===== config.mk =====
export PLATFORM = sky130hd
export DESIGN_NAME = e203_ifu_ibuf
export DESIGN_NICKNAME = d
export VERILOG_FILES = /design/src/rtl/e203_ifu_pkg.sv /design/src/rtl/e203_ifu_ibuf_ctrl.sv /design/src/rtl/e203_ifu_ibuf.sv
export SDC_FILE = /design/constraint.sdc
export NUM_CORES = 1
export LEC_CHECK = 0
export BUFFER_PORTS_ARGS = -buffer_cell sky130_fd_sc_hd__buf_4
export CAP_MARGIN = 20
export CORE_MARGIN = 3
export CORE_UTILIZATION = 55
export DETAILED_ROUTE_END_ITERATION = 10
export PLACE_DENSITY = 0.8
export SYNTH_ARGS = -nofsm -noshare
export SYNTH_HDL_FRONTEND = slang
export SYNTH_SLANG_ARGS = --single-unit

===== constraint.sdc =====
create_clock -name clk -period 2 [get_ports clk]
set_input_delay 0.3 -clock clk [delete_from_list [all_inputs] [get_ports clk]]
set_output_delay 0.3 -clock clk [all_outputs]
set_load 0.05 [all_outputs]

===== src/rtl/e203_ifu_pkg.sv =====
// Shared IFU types: instruction word width, default PC width
// and the buffered instruction entry.
package e203_ifu_pkg;

  localparam int IR_W     = 32;
  localparam int PC_W_DEF = 32;

  typedef struct packed {
    logic [IR_W-1:0]     ir;
    logic [PC_W_DEF-1:0] pc;
    logic                misalgn;
    logic                buserr;
    logic                prdt_taken;
  } ibuf_entry_t;

endpackage


===== src/rtl/e203_ifu_ibuf_ctrl.sv =====
// IFU buffer pointer/occupancy control: read/write pointers,
// count, full/empty, with flush and reset clearing everything.
module e203_ifu_ibuf_ctrl #(
  parameter int DEPTH = 2,
  parameter int PW    = $clog2(DEPTH),
  parameter int CW    = $clog2(DEPTH) + 1
) (
  input  logic          clk,
  input  logic          rst,
  input  logic          flush,
  input  logic          push,
  input  logic          pop,
  output logic [PW-1:0] wptr,
  output logic [PW-1:0] rptr,
  output logic [CW-1:0] count,
  output logic          full,
  output logic          empty
);

  logic [PW-1:0] wptr_q, wptr_d;
  logic [PW-1:0] rptr_q, rptr_d;
  logic [CW-1:0] count_q, count_d;

  // next pointers/count; flush wins over push and pop
  always_comb begin
    wptr_d  = wptr_q;
    rptr_d  = rptr_q;
    count_d = count_q;
    if (flush) begin
      wptr_d  = '0;
      rptr_d  = '0;
      count_d = '0;
    end else begin
      if (push) wptr_d = wptr_q + PW'(1);
      if (pop)  rptr_d = rptr_q + PW'(1);
      count_d = count_q + CW'(push) - CW'(pop);
    end
  end

  // state registers with synchronous reset
  always_ff @(posedge clk) begin
    if (rst) begin
      wptr_q  <= '0;
      rptr_q  <= '0;
      count_q <= '0;
    end else begin
      wptr_q  <= wptr_d;
      rptr_q  <= rptr_d;
      count_q <= count_d;
    end
  end

  assign wptr  = wptr_q;
  assign rptr  = rptr_q;
  assign count = count_q;
  assign full  = (count_q == CW'(DEPTH));
  assign empty = (count_q == '0);

endmodule


===== src/rtl/e203_ifu_ibuf.sv =====
// IFU-to-EXU instruction buffer (DEPTH entries, in order).
// Optional same-cycle bypass: E203_IFU_IBUF_BYPASS_EN.
module e203_ifu_ibuf
  import e203_ifu_pkg::*;
#(
  parameter int DEPTH = 2,
  parameter int PC_W  = PC_W_DEF
) (
  input  logic                  clk,
  input  logic                  rst,
  input  logic                  i_valid,
  output logic                  i_ready,
  input  logic [IR_W-1:0]       i_ir,
  input  logic [PC_W-1:0]       i_pc,
  input  logic                  i_misalgn,
  input  logic                  i_buserr,
  input  logic                  i_prdt_taken,
  output logic                  o_valid,
  input  logic                  o_ready,
  output logic [IR_W-1:0]       o_ir,
  output logic [PC_W-1:0]       o_pc,
  output logic                  o_misalgn,
  output logic                  o_buserr,
  output logic                  o_prdt_taken,
  input  logic                  flush,
  output logic [$clog2(DEPTH):0] count
);

  localparam int PW = $clog2(DEPTH);

  logic [PW-1:0] wptr, rptr;
  logic          full, empty;
  logic          push, pop, byp;
  ibuf_entry_t   in_e, head;
  ibuf_entry_t   mem_q [DEPTH];
  ibuf_entry_t   mem_d [DEPTH];

  e203_ifu_ibuf_ctrl #(.DEPTH(DEPTH)) u_ctrl (
    .clk   (clk),
    .rst   (rst),
    .flush (flush),
    .push  (push),
    .pop   (pop),
    .wptr  (wptr),
    .rptr  (rptr),
    .count (count),
    .full  (full),
    .empty (empty)
  );

`ifdef E203_IFU_IBUF_BYPASS_EN
  assign byp = empty & i_valid & ~flush & ~rst;
`else
  assign byp = 1'b0;
`endif

  // handshake, bypass steering and head selection
  always_comb begin
    in_e            = '0;
    in_e.ir         = i_ir;
    in_e.pc         = PC_W_DEF'(i_pc);
    in_e.misalgn    = i_misalgn;
    in_e.buserr     = i_buserr;
    in_e.prdt_taken = i_prdt_taken;
    i_ready = ~full & ~flush & ~rst;
    o_valid = (~empty & ~flush & ~rst) | byp;
    // a bypassed instruction taken this cycle never enters storage
    push = i_valid & i_ready & ~(byp & o_ready);
    pop  = ~empty & ~flush & ~rst & o_ready;
    head = byp ? in_e : mem_q[rptr];
    o_ir         = head.ir;
    o_pc         = PC_W'(head.pc);
    o_misalgn    = head.misalgn;
    o_buserr     = head.buserr;
    o_prdt_taken = head.prdt_taken;
  end

  // storage write of the accepted entry
  always_comb begin
    mem_d = mem_q;
    if (push) mem_d[wptr] = in_e;
  end

  // payload storage, cleared on reset
  always_ff @(posedge clk) begin
    if (rst) mem_q <= '{default: '0};
    else     mem_q <= mem_d;
  end

endmodule


-- Word level (Yosys, flattened, before mapping)
Index checks and enable logic that the tools add are counted.
- input bits: 72
- register bits: 138
- word-level logic and storage cells: 42
- output and inout port bits: 71
- magnitude comparators: 3
- muxes and demuxes: 6
- bitwise operators: 12
- equal/unequal tests: 1
- reductions and logical operators: 3
- add/sub/neg operators: 4
- operator list (kind ; number):
    67-bit 2-to-1 mux ; 4
    134-bit bitwise mux ; 1
    67-bit demux with 1-bit select ; 1
    1-bit bitwise AND ; 6
    2-bit greater-or-equal comparator, second input constant ; 2
    1-bit NOT ; 4
    1-bit NOT with 2-bit output ; 2
    1-bit adder, second input constant ; 2
    2-bit by 1-bit adder with 2-bit output ; 1
    2-bit equality test, second input constant ; 1
    2-bit logical NOT ; 1
    2-bit by 1-bit < comparator with 1-bit output, second input constant ; 1
    2-bit OR reduction ; 1
    2-bit by 1-bit subtractor with 2-bit output ; 1
    1-bit logical AND ; 1

-- Depth between registers and ports, before layout
Gate-level depths: netlist (run 1).
- depth in word-level cells: 7
- gate-level depth with buffers: 9
- mapped depth without buffers: 8

-- Cells and area by module
Synthesis (run 1) repeated with hierarchy kept, for this count alone.
- cells, all modules: 706
- area, all modules: 6043.3 um^2
- modules (own cells, without submodules) (module ; area an instance (um^2) ; cells an instance ; instances ; sequential area each (um^2)):
    e203_ifu_ibuf ; 5853.1 ; 689 ; 1 ; 2682.6
    e203_ifu_ibuf_ctrl ; 190.2 ; 17 ; 1 ; 80.1

-- Worst setup path after synthesis (run 1)
OpenSTA, ideal clock, no wires.
- kind: register to output
- start point: register u_ctrl.rptr_q, in the netlist u_ctrl.rptr
- end point: output o_ir[19]
- data required time: 1.700 ns
- path slack: -0.058 ns
- arrival time: 1.758 ns
- stages on the path, launching flop included: 4
- buffers on the path: 2
- cell sequence: dfxtp_1 -> clkbuf_1 -> clkbuf_1 -> o21ai_0
- longest elaborated chain between the ends: 4
- ends and longest elaborated chain (item ; RTL line ; text):
    from (decl) ; e203_ifu_ibuf_ctrl.sv:21 ; logic [PW-1:0] rptr_q, rptr_d;
    from (signal assigned) ; e203_ifu_ibuf_ctrl.sv:48 ; rptr_q <= rptr_d;
    1-bit NOT with 2-bit output (implied by the code) ; e203_ifu_ibuf.sv:70 ; head = byp ? in_e : mem_q[rptr];
    67-bit 2-to-1 mux (implied by the code) (3 in series) ; e203_ifu_ibuf.sv:70 ;
    to (decl) ; e203_ifu_ibuf.sv:20 ; output logic [IR_W-1:0] o_ir,
No other way between the ends. The select of a mux whose other input is x is not followed.

-- Worst setup path in the final report (run 1)
- start point: register u_ctrl.rptr_q, in the netlist u_ctrl.rptr
- end point: output o_pc[0]
- longest elaborated chain between the ends: 4
- ends and longest elaborated chain (item ; RTL line ; text):
    1-bit NOT with 2-bit output (implied by the code) ; e203_ifu_ibuf.sv:70 ;
    67-bit 2-to-1 mux (implied by the code) (3 in series) ; e203_ifu_ibuf.sv:70 ;
    to (decl) ; e203_ifu_ibuf.sv:21 ; output logic [PC_W-1:0] o_pc,
No other way between the ends. The select of a mux whose other input is x is not followed.

==> results of run 1 <==
==> area by class of cell <==
class / instances / share of cell area [%]
Clock inverter: 2 / 0.690
Multi-Input combinational cell: 492 / 37.7
Tap cell: 168 / 2.41
Inverter: 138 / 5.95
Clock buffer: 27 / 5.78
Sequential cell: 138 / 31.8
Timing Repair Buffer: 160 / 15.7
==> power by group <==
group	leakage [uW]	total (uW)	switching, uW	internal (uW)
Combinational	0.00213	1010	674	336
Clock	0.000274	3010	1060	1950
Sequential	0.00112	2870	28.0	2850
==> routing by layer <==
metal / wire length (um) / vias up
li1: - / 3301
met1: 7780 / 3159
met2: 8460 / 216
met3: 1080 / 23
met4: 274 / 0
met5: 0 / -
==> placed cells by master, fill, tap and decap left out <==
cell and count:
nor2_1 7, dfxtp_2 1, and2_1 1, bufinv_16 2, buf_4 147, a21oi_1 1, buf_6 1, clkbuf_16 17
clkbuf_8 4, nor2b_2 1, dfxtp_1 136, or3_1 1, dfxtp_4 1, a31o_1 22, o21ai_1 45, nor3_4 2
a31o_2 45, buf_12 11, or2_1 1, nand2b_4 1, a311o_1 67, nand2_1 134, xor2_1 2, ha_1 2
a311oi_1 67, nor3_1 1, nand4_1 67, nor3b_4 1, clkbuf_1 6, inv_1 138, o21ai_0 24, buf_16 1
==> stage by stage <==
stage	setup slack [ns]	area [um2]	hold slack, ns
after floorplan	-0.0579	7000	0.436
after global placement	0.153	8130	0.518
after detailed placement	0.106	8130	0.523
after CTS	0.0784	8690	0.101
after global routing	0.00490	8700	0.104
final	0.0674	8700	0.117
==> registers in the layout, summed over array words and instances (netlist names) <==
register / flops
u_ctrl.rptr: 1
u_ctrl.count: 2
mem_q: 134
u_ctrl.wptr: 1
==> final timing paths <==
path	start	endpoint
worst min register to register	mem_q[70]	mem_q[70]
worst max-delay path	u_ctrl.rptr	o_pc[0]
worst max register to register	u_ctrl.count[1]	u_ctrl.count[1]
worst min-delay path	i_ir[5]	mem_q[107]
==> cells by family after synthesis <==
kind of cell,after synthesis
buffers and inverters,249
flip-flops,138
AND/OR/NAND/NOR,217
AO/OA/AOI/OAI,271
XOR/XNOR,2
adder cells (fa/ha/maj),2
==> worst max-delay path: stages (launching register included) <==
cell and delay, ns:
dfxtp_4 0.36, buf_16 0.20, o21ai_0 0.36, buf_4 0.27
==> metrics.cfg, run 1 <==
[synthesis]
synthXorXnorAreaFrac_pct=0.250
synth_top_area_cell=dfxtp_1
ys_seq_elements=138
synth_simple_gate_area_share_pct=14.6
synth_fa_ha_area_share_pct=0.357
synth_area_leaders=dfxtp_1, a311o_1, a311oi_1
synth_nets=953
synth_edf_count=0
ys.flop_type=dfxtp_1
synth_seq_area_share_pct=39.5
postSynthCellCount=879
syn_area_per_cell_um2=7.97
synth_top_family_by_area=compound AO/OA/AOI/OAI gates
yosysWarnings=0
synth_compound_area_share_pct=31.3
yosys.area.top_type_share_pct=39.5
netlist_top_cells_count=dfxtp_1, inv_1, nand2_1
synthMuxAreaShare_pct=0
yosysUniqueCellTypes=26
netlist_area_um2=7000
postSynth.asyncResetShare_pct=0

[sta]
slew_violations=0
setup_viol=0
fin_setup_tns_ns=0
max_freq_mhz=517
tightestPinTransition_ns=0.648
period_share_pct=96.6
slew-limit-headroom_pct=56.8
fin_skew_ns=0.00561
hold_viol=0
rsz0062_at_grt=no
fin_crit_ns=1.93

[worst_setup_path]
r2r_setup_slack_ns=0.28
rr_worst_depth=8
cp.required_ns=1.70
crit_type=register to output pin
crit_path_end_kind=output pin
start_kind=register
cp_max_fo=79
arrival_ns=1.63

[min_path]
hold_depth=3
hp-class=input port to register

[global_routing]
grt_pass1_vias=5823
use_met3_pct=5.94
grtUsageMet2_pct=38.0
grt_max_degree=135
grt_pass1_wl_um=28800
top_usage_layer=met2
global_route.usage.met1_pct=33.2
grt_usage_pct=24.4
grt_antenna_before_repair=0
grt_overflow=0

[cells_and_area]
drive_gt1_share_pct=24.6
areaGrowthSynthToFinish_pct=24.3
finalNetCount=1021
num-fill-cells=1049
final_util_pct=71.3
multi_input_area_um2=3280
regArea_um2=2770
diodes=0
stdcell_count=1125

[routing]
detail_route.first_pass.iterations=5
drt-vias-per-instance=5.95
drt_first_iter_violations=625
num_vias=6699
ant_nets=0
wl_per_cell_um=15.6
routed_wl_um=17600
route.detailed.drc=0

[floorplan]
fp-row-count=40
die_w_um=119
core_area_um2=12200
ios=143
die_h_um=119
start_util_pct=57.3
die_area_um2=14100

[clock_tree]
post_cts_resized=0
cts_root_buf=clkbuf_16
cts_buffer_depth=2
hold_buffers=0
clk_pin_slew_worst_paths_ns=0.05
cts_sinks=138
htreeDepth=4
cts_tree=built
cts_made_buffers=17
post-cts-setup-buffer-count=0
insertion_delay_ns=0.41

[placement]
dp_hpwl_um=9830
place_inst=1096
place_congestion=0.749
port_buffers=142

[power_and_ir_drop]
p_leak_uw=0.00352
p_per_area_nw_per_um2=792
power_uw=6900
irDropWorstVdd_mv=0.508

[outcome]
status=finished clean

[flow_run]
cap_viol_max_count=0

Note: power is estimated with default switching activity, not from simulation.
==> inputs of run 2 (changes only) <==
--- a/config.mk
+++ b/config.mk
@@ -8,9 +8,10 @@
 export BUFFER_PORTS_ARGS = -buffer_cell sky130_fd_sc_hd__buf_4
 export CAP_MARGIN = 20
 export CORE_MARGIN = 3
-export CORE_UTILIZATION = 55
+export CORE_UTILIZATION = 57
+export CTS_BUF_LIST = sky130_fd_sc_hd__clkbuf_4 sky130_fd_sc_hd__clkbuf_8
 export DETAILED_ROUTE_END_ITERATION = 10
-export PLACE_DENSITY = 0.8
+export PLACE_DENSITY = 0.82
 export SYNTH_ARGS = -nofsm -noshare
 export SYNTH_HDL_FRONTEND = slang
 export SYNTH_SLANG_ARGS = --single-unit
==> run 2 against run 1 <==
Against the previous run: worst hold slack worse by 0.030 ns; clock skew is 0.0017 ns lower; fmax is 1.6% higher; first-iteration DRC count is 0.64% higher; final area is 2.5% lower; global-route usage is 2.1 points higher; largest cell class unchanged; final cell count is 2.5% lower; non-clock buffer count is 6 lower; critical path depth stayed put; highest routed layer unchanged; combinational power hardly changed.
==> metrics.cfg, run 2 (synthesis results as in run 1) <==
[clock_tree]
insertion_delay_ns=0.44
cts_buffer_depth=2
htreeDepth=4
cts_made_buffers=17
clk_pin_slew_worst_paths_ns=0.07
cts_root_buf=clkbuf_8
post-cts-setup-buffer-count=0
cts_sinks=138
cts_tree=built

[floorplan]
start_util_pct=59.8
core_area_um2=11700
die_h_um=117
die_area_um2=13600
ios=143
fp-row-count=39
die_w_um=117

[worst_setup_path]
startpoint=u_ctrl.rptr
r2r_setup_slack_ns=0.21
cp.required_ns=1.70
reg2reg_to=u_ctrl.count[1]
crit_chain=buf_12, o21ai_0, buf_4
critPathMaxStageDelay_ns=0.37
start_kind=register
crit_path_end_kind=output pin
endpoint=o_ir[30]
crit_family=buffers and inverters
worst-path-buf-inv=2
cp_max_fo=61
arrival_ns=1.60
cp.depth=3
rr_worst_depth=8
critPathSlowestCell=dfxtp_4
crit_type=register to output pin
r2r-start=u_ctrl.count[1]

[power_and_ir_drop]
internal_power_uw=4620
comb_power_share_pct=15.8
p_leak_uw=0.00345
p_clk_share_pct=39.0
irDropWorstVdd_mv=0.423
p_per_area_nw_per_um2=749
power.share.sequential_pct=45.2
p_switching_uw=1730
power_uw=6360
swShare_pct=27.3

[placement]
place_area_um2=8030
port_buffers=142
dp_hpwl_um=10600
place_ws_ns=0.172
place_congestion=0.805

[sta]
slew_violations=0
fin_skew_ns=0.00391
period_share_pct=95.1
setup_viol=0
rsz0062_at_grt=yes
slew-limit-headroom_pct=57.4
tightestPinTransition_ns=0.640
hold_viol=0
setup_slack_ns=0.0979
max_freq_mhz=526
fin_crit_ns=1.90

[cells_and_area]
finalNetCount=1015
largest-register=mem_q
finalInstanceArea_um2=8490
final_cell_mix=buf_4, inv_1, dfxtp_1
final_common_cell=buf_4
drive_gt1_share_pct=24.9
diodes=0
areaGrowthSynthToFinish_pct=21.2
largest_reg_flops=134

[routing]
wl_per_cell_um=16.8
route.detailed.drc=0
ant_nets=0
routed_wl_um=18500
num_vias=6867
detail_route.first_pass.iterations=5
drt_first_iter_violations=629
drt-vias-per-instance=6.26

[global_routing]
grt_pass1_vias=6344
grt_pass1_wl_um=29400
grt_overflow=0
grt_antenna_before_repair=0
grt_max_degree=135
grt_usage_pct=26.5

[outcome]
status=finished clean

[min_path]
hold_depth=3
hp-class=input port to register

[flow_run]
cap_viol_max_count=0

[run 2: what timing repair did]
| action | in CTS | in global routing |
|---|---|---|
| hold buffers | 0 | 0 |
| resized for setup | 0 | 5 |
| endpoints found under the setup margin | 0 | 3 |
[run 2: how the worst min path moves through the flow]
stage / start / endpoint / slack, ns
CTS: i_ir[11] / mem_q[113] / 0.06
floorplan: i_pc[30] / mem_q[100] / 0.44
finish: i_misalgn / mem_q[69] / 0.09
global placement: mem_q[71] / mem_q[71] / 0.52
global route: i_ir[21] / mem_q[123] / 0.07
detailed placement: mem_q[121] / mem_q[121] / 0.52
[run 2: per-layer routing]
metal	global-route usage, %	wire (um)
met1	32.9	7660
met2	44.0	9180
met3	5.96	1150
met4	12.1	495
met5	0	0
[run 2: cell type report]
| type | count | area [um2] |
|---|---|---|
| Inverter | 138 | 518 |
| Multi-Input combinational cell | 492 | 3280 |
| Fill cell | 919 | 3230 |
| Tap cell | 143 | 179 |
| Clock inverter | 7 | 110 |
| Clock buffer | 25 | 332 |
| Timing Repair Buffer | 154 | 1300 |
| Sequential cell | 138 | 2770 |
[run 2: through the flow]
step / utilization (%) / TNS, ns / instances / hold slack (ns)
CTS: 72.3 / 0 / 1097 / 0.0603
finish: 72.5 / 0 / 1097 / 0.0863
floorplan: - / -1.24 / 879 / 0.436
detailed placement: 68.6 / 0 / 1065 / 0.523
global route: 72.5 / -0.00128 / 1097 / 0.0716
global placement: 68.6 / 0 / 1065 / 0.516
[run 2: worst reg2reg max path, delay by kind of cell, from the launching register on]
kind	cells	cell delay, ns
AO/OA/AOI/OAI	1	0.32
XOR/XNOR	1	0.15
flip-flops	1	0.39
AND/OR/NAND/NOR	3	0.37
adder cells (fa/ha/maj)	2	0.46
buffers and inverters	1	0.04
[run 2: power groups by stage]
stage | clock network (uW) | logic, uW | registers, uW
2_1_floorplan | 0 | 649 | 2930
3_3_place_gp | 0 | 978 | 2930
3_5_place_dp | 0 | 997 | 2940
4_1_cts | 2500 | 999 | 2870
5_1_grt | 2610 | 1070 | 2880
6_report | 2480 | 1000 | 2870
==> inputs of run 3 (changes only) <==
--- a/config.mk
+++ b/config.mk
@@ -11,6 +11,7 @@
 export CORE_UTILIZATION = 57
 export CTS_BUF_LIST = sky130_fd_sc_hd__clkbuf_4 sky130_fd_sc_hd__clkbuf_8
 export DETAILED_ROUTE_END_ITERATION = 10
+export HOLD_SLACK_MARGIN = 0.12
 export PLACE_DENSITY = 0.82
 export SYNTH_ARGS = -nofsm -noshare
 export SYNTH_HDL_FRONTEND = slang
==> run 3 against run 2 <==
Against the previous run: critical path depth is the same; highest routed layer unchanged; sequential power is essentially flat; largest power group unchanged; via count up 5.8%; clock skew decreased by 0.00096 ns; clock power about the same; combinational power increased by 12%; worst setup slack lost 0.013 ns; core utilization rose by 5.7 points; register-to-register slack better by 0.02 ns.
==> metrics.cfg, run 3 (synthesis results as in run 1) <==
[outcome]
status=finished clean

[sta]
fin_skew_ns=0.00295
rsz0062_at_grt=no
fin_crit_ns=1.92
hold_ws_ns=0.228
setup_slack_ns=0.0850
period_share_pct=95.8
slew_violations=0
hold_viol=0
max_freq_mhz=522
slew-limit-headroom_pct=55.4
setup_viol=0
fin_setup_tns_ns=0
tightestPinTransition_ns=0.668

[floorplan]
die_area_um2=13600
fp-row-count=39
ios=143
die_w_um=117
start_util_pct=59.8
die_h_um=117
core_area_um2=11700

[worst_setup_path]
crit_path_end_kind=output pin
cp_max_fo=61
arrival_ns=1.62
crit_chain=buf_12, o21ai_0, buf_4
critPathSlowestCell=dfxtp_4
r2r_setup_slack_ns=0.23
r2r-start=u_ctrl.wptr
rr_worst_depth=4
cp.required_ns=1.70
start_kind=register
crit_type=register to output pin
critPathMaxStageDelay_ns=0.36
reg2reg_to=mem_q[4]

[cells_and_area]
drive_gt1_share_pct=23.3
final_cell_mix=buf_4, inv_1, dfxtp_1
stdcell_count=1166
areaGrowthSynthToFinish_pct=30.7
largest_reg_flops=134
final_common_cell=buf_4
finalNetCount=1082
largest-register=mem_q

[routing]
detail_route.first_pass.iterations=5
routed_wl_um=19700
drt-vias-per-instance=6.23
num_vias=7263
ant_nets=0
wl_per_cell_um=16.9
drt_first_iter_violations=756
route.detailed.drc=0

[global_routing]
grt_pass1_wl_um=31400
grt_overflow=0
grt_antenna_before_repair=0
grt_pass1_vias=6832
grt_usage_pct=28.4
grt_max_degree=135

[min_path]
min-delay-start=i_valid
min_to=mem_q[88]
hp-class=input port to register
hold_depth=3

[clock_tree]
htreeDepth=4
cts_root_buf=clkbuf_8
post-cts-setup-buffer-count=0
cts_buffer_depth=2
clk_pin_slew_worst_paths_ns=0.07
cts_tree=built
cts_sinks=138
cts_made_buffers=17
insertion_delay_ns=0.44

[power_and_ir_drop]
p_leak_uw=0.00372
power_uw=6460
irDropWorstVdd_mv=0.435
p_per_area_nw_per_um2=706

[placement]
place_ws_ns=0.172
place_inst=1065
place_congestion=0.805
dp_hpwl_um=10600
port_buffers=142

[flow_run]
cap_viol_max_count=0

[run 3: routing by layer]
| layer | share of wire (%) | track usage (%) |
|---|---|---|
| met2 | 51 | 47.6 |
| met4 | 3.5 | 16.1 |
| met5 | 0 | 0 |
| met3 | 5.8 | 5.71 |
| met1 | 40 | 34.1 |
[run 3: how the worst max path moves through the flow]
stage | from | to | depth (start not counted)
CTS | u_ctrl.rptr | o_pc[8] | 3
finish | u_ctrl.rptr | o_ir[30] | 3
detailed placement | rst | u_ctrl.count[1] | 9
global placement | rst | u_ctrl.count[1] | 9
global route | u_ctrl.rptr | o_pc[0] | 3
floorplan | u_ctrl.rptr | o_ir[19] | 3
[run 3: area by class of cell]
cell class                 instances  area [um2]
inverter                         138         518
multi-input combinational        492        3280
clock inverter                     7         110
timing repair buffer             221        1960
sequential                       138        2770
fill                             804        2560
antenna                            2        5.00
clock buffer                      25         332
tap                              143         179
[run 3: per-stage QoR]
stage / cell area [um2] / utilization [%]
after detailed placement: 8030 / 68.6
after CTS: 9140 / 78.1
final: 9150 / 78.1
after global routing: 9150 / 78.1
after global placement: 8030 / 68.6
after floorplan: 7000 / -
[run 3: worst max-delay path: cells and delay by family, from the launching register on]
family	cells	cell delay (ns)
buf+inv	2	0.44
flops	1	0.36
compound gates	1	0.33
[run 3: report_power, final]
group | switching (uW) | leakage (uW) | total (uW) | internal [uW]
clock network | 1010 | 0.000233 | 2470 | 1450
registers | 34.1 | 0.00112 | 2880 | 2840
logic | 707 | 0.00237 | 1120 | 412
total | 1750 | 0.00372 | 6460 | 4710
[run 3: repair_timing]
action	in CTS	in global routing
hold buffers	67	0
resized for setup	0	3
endpoints found under the hold margin	134	0
setup endpoints to repair	0	3
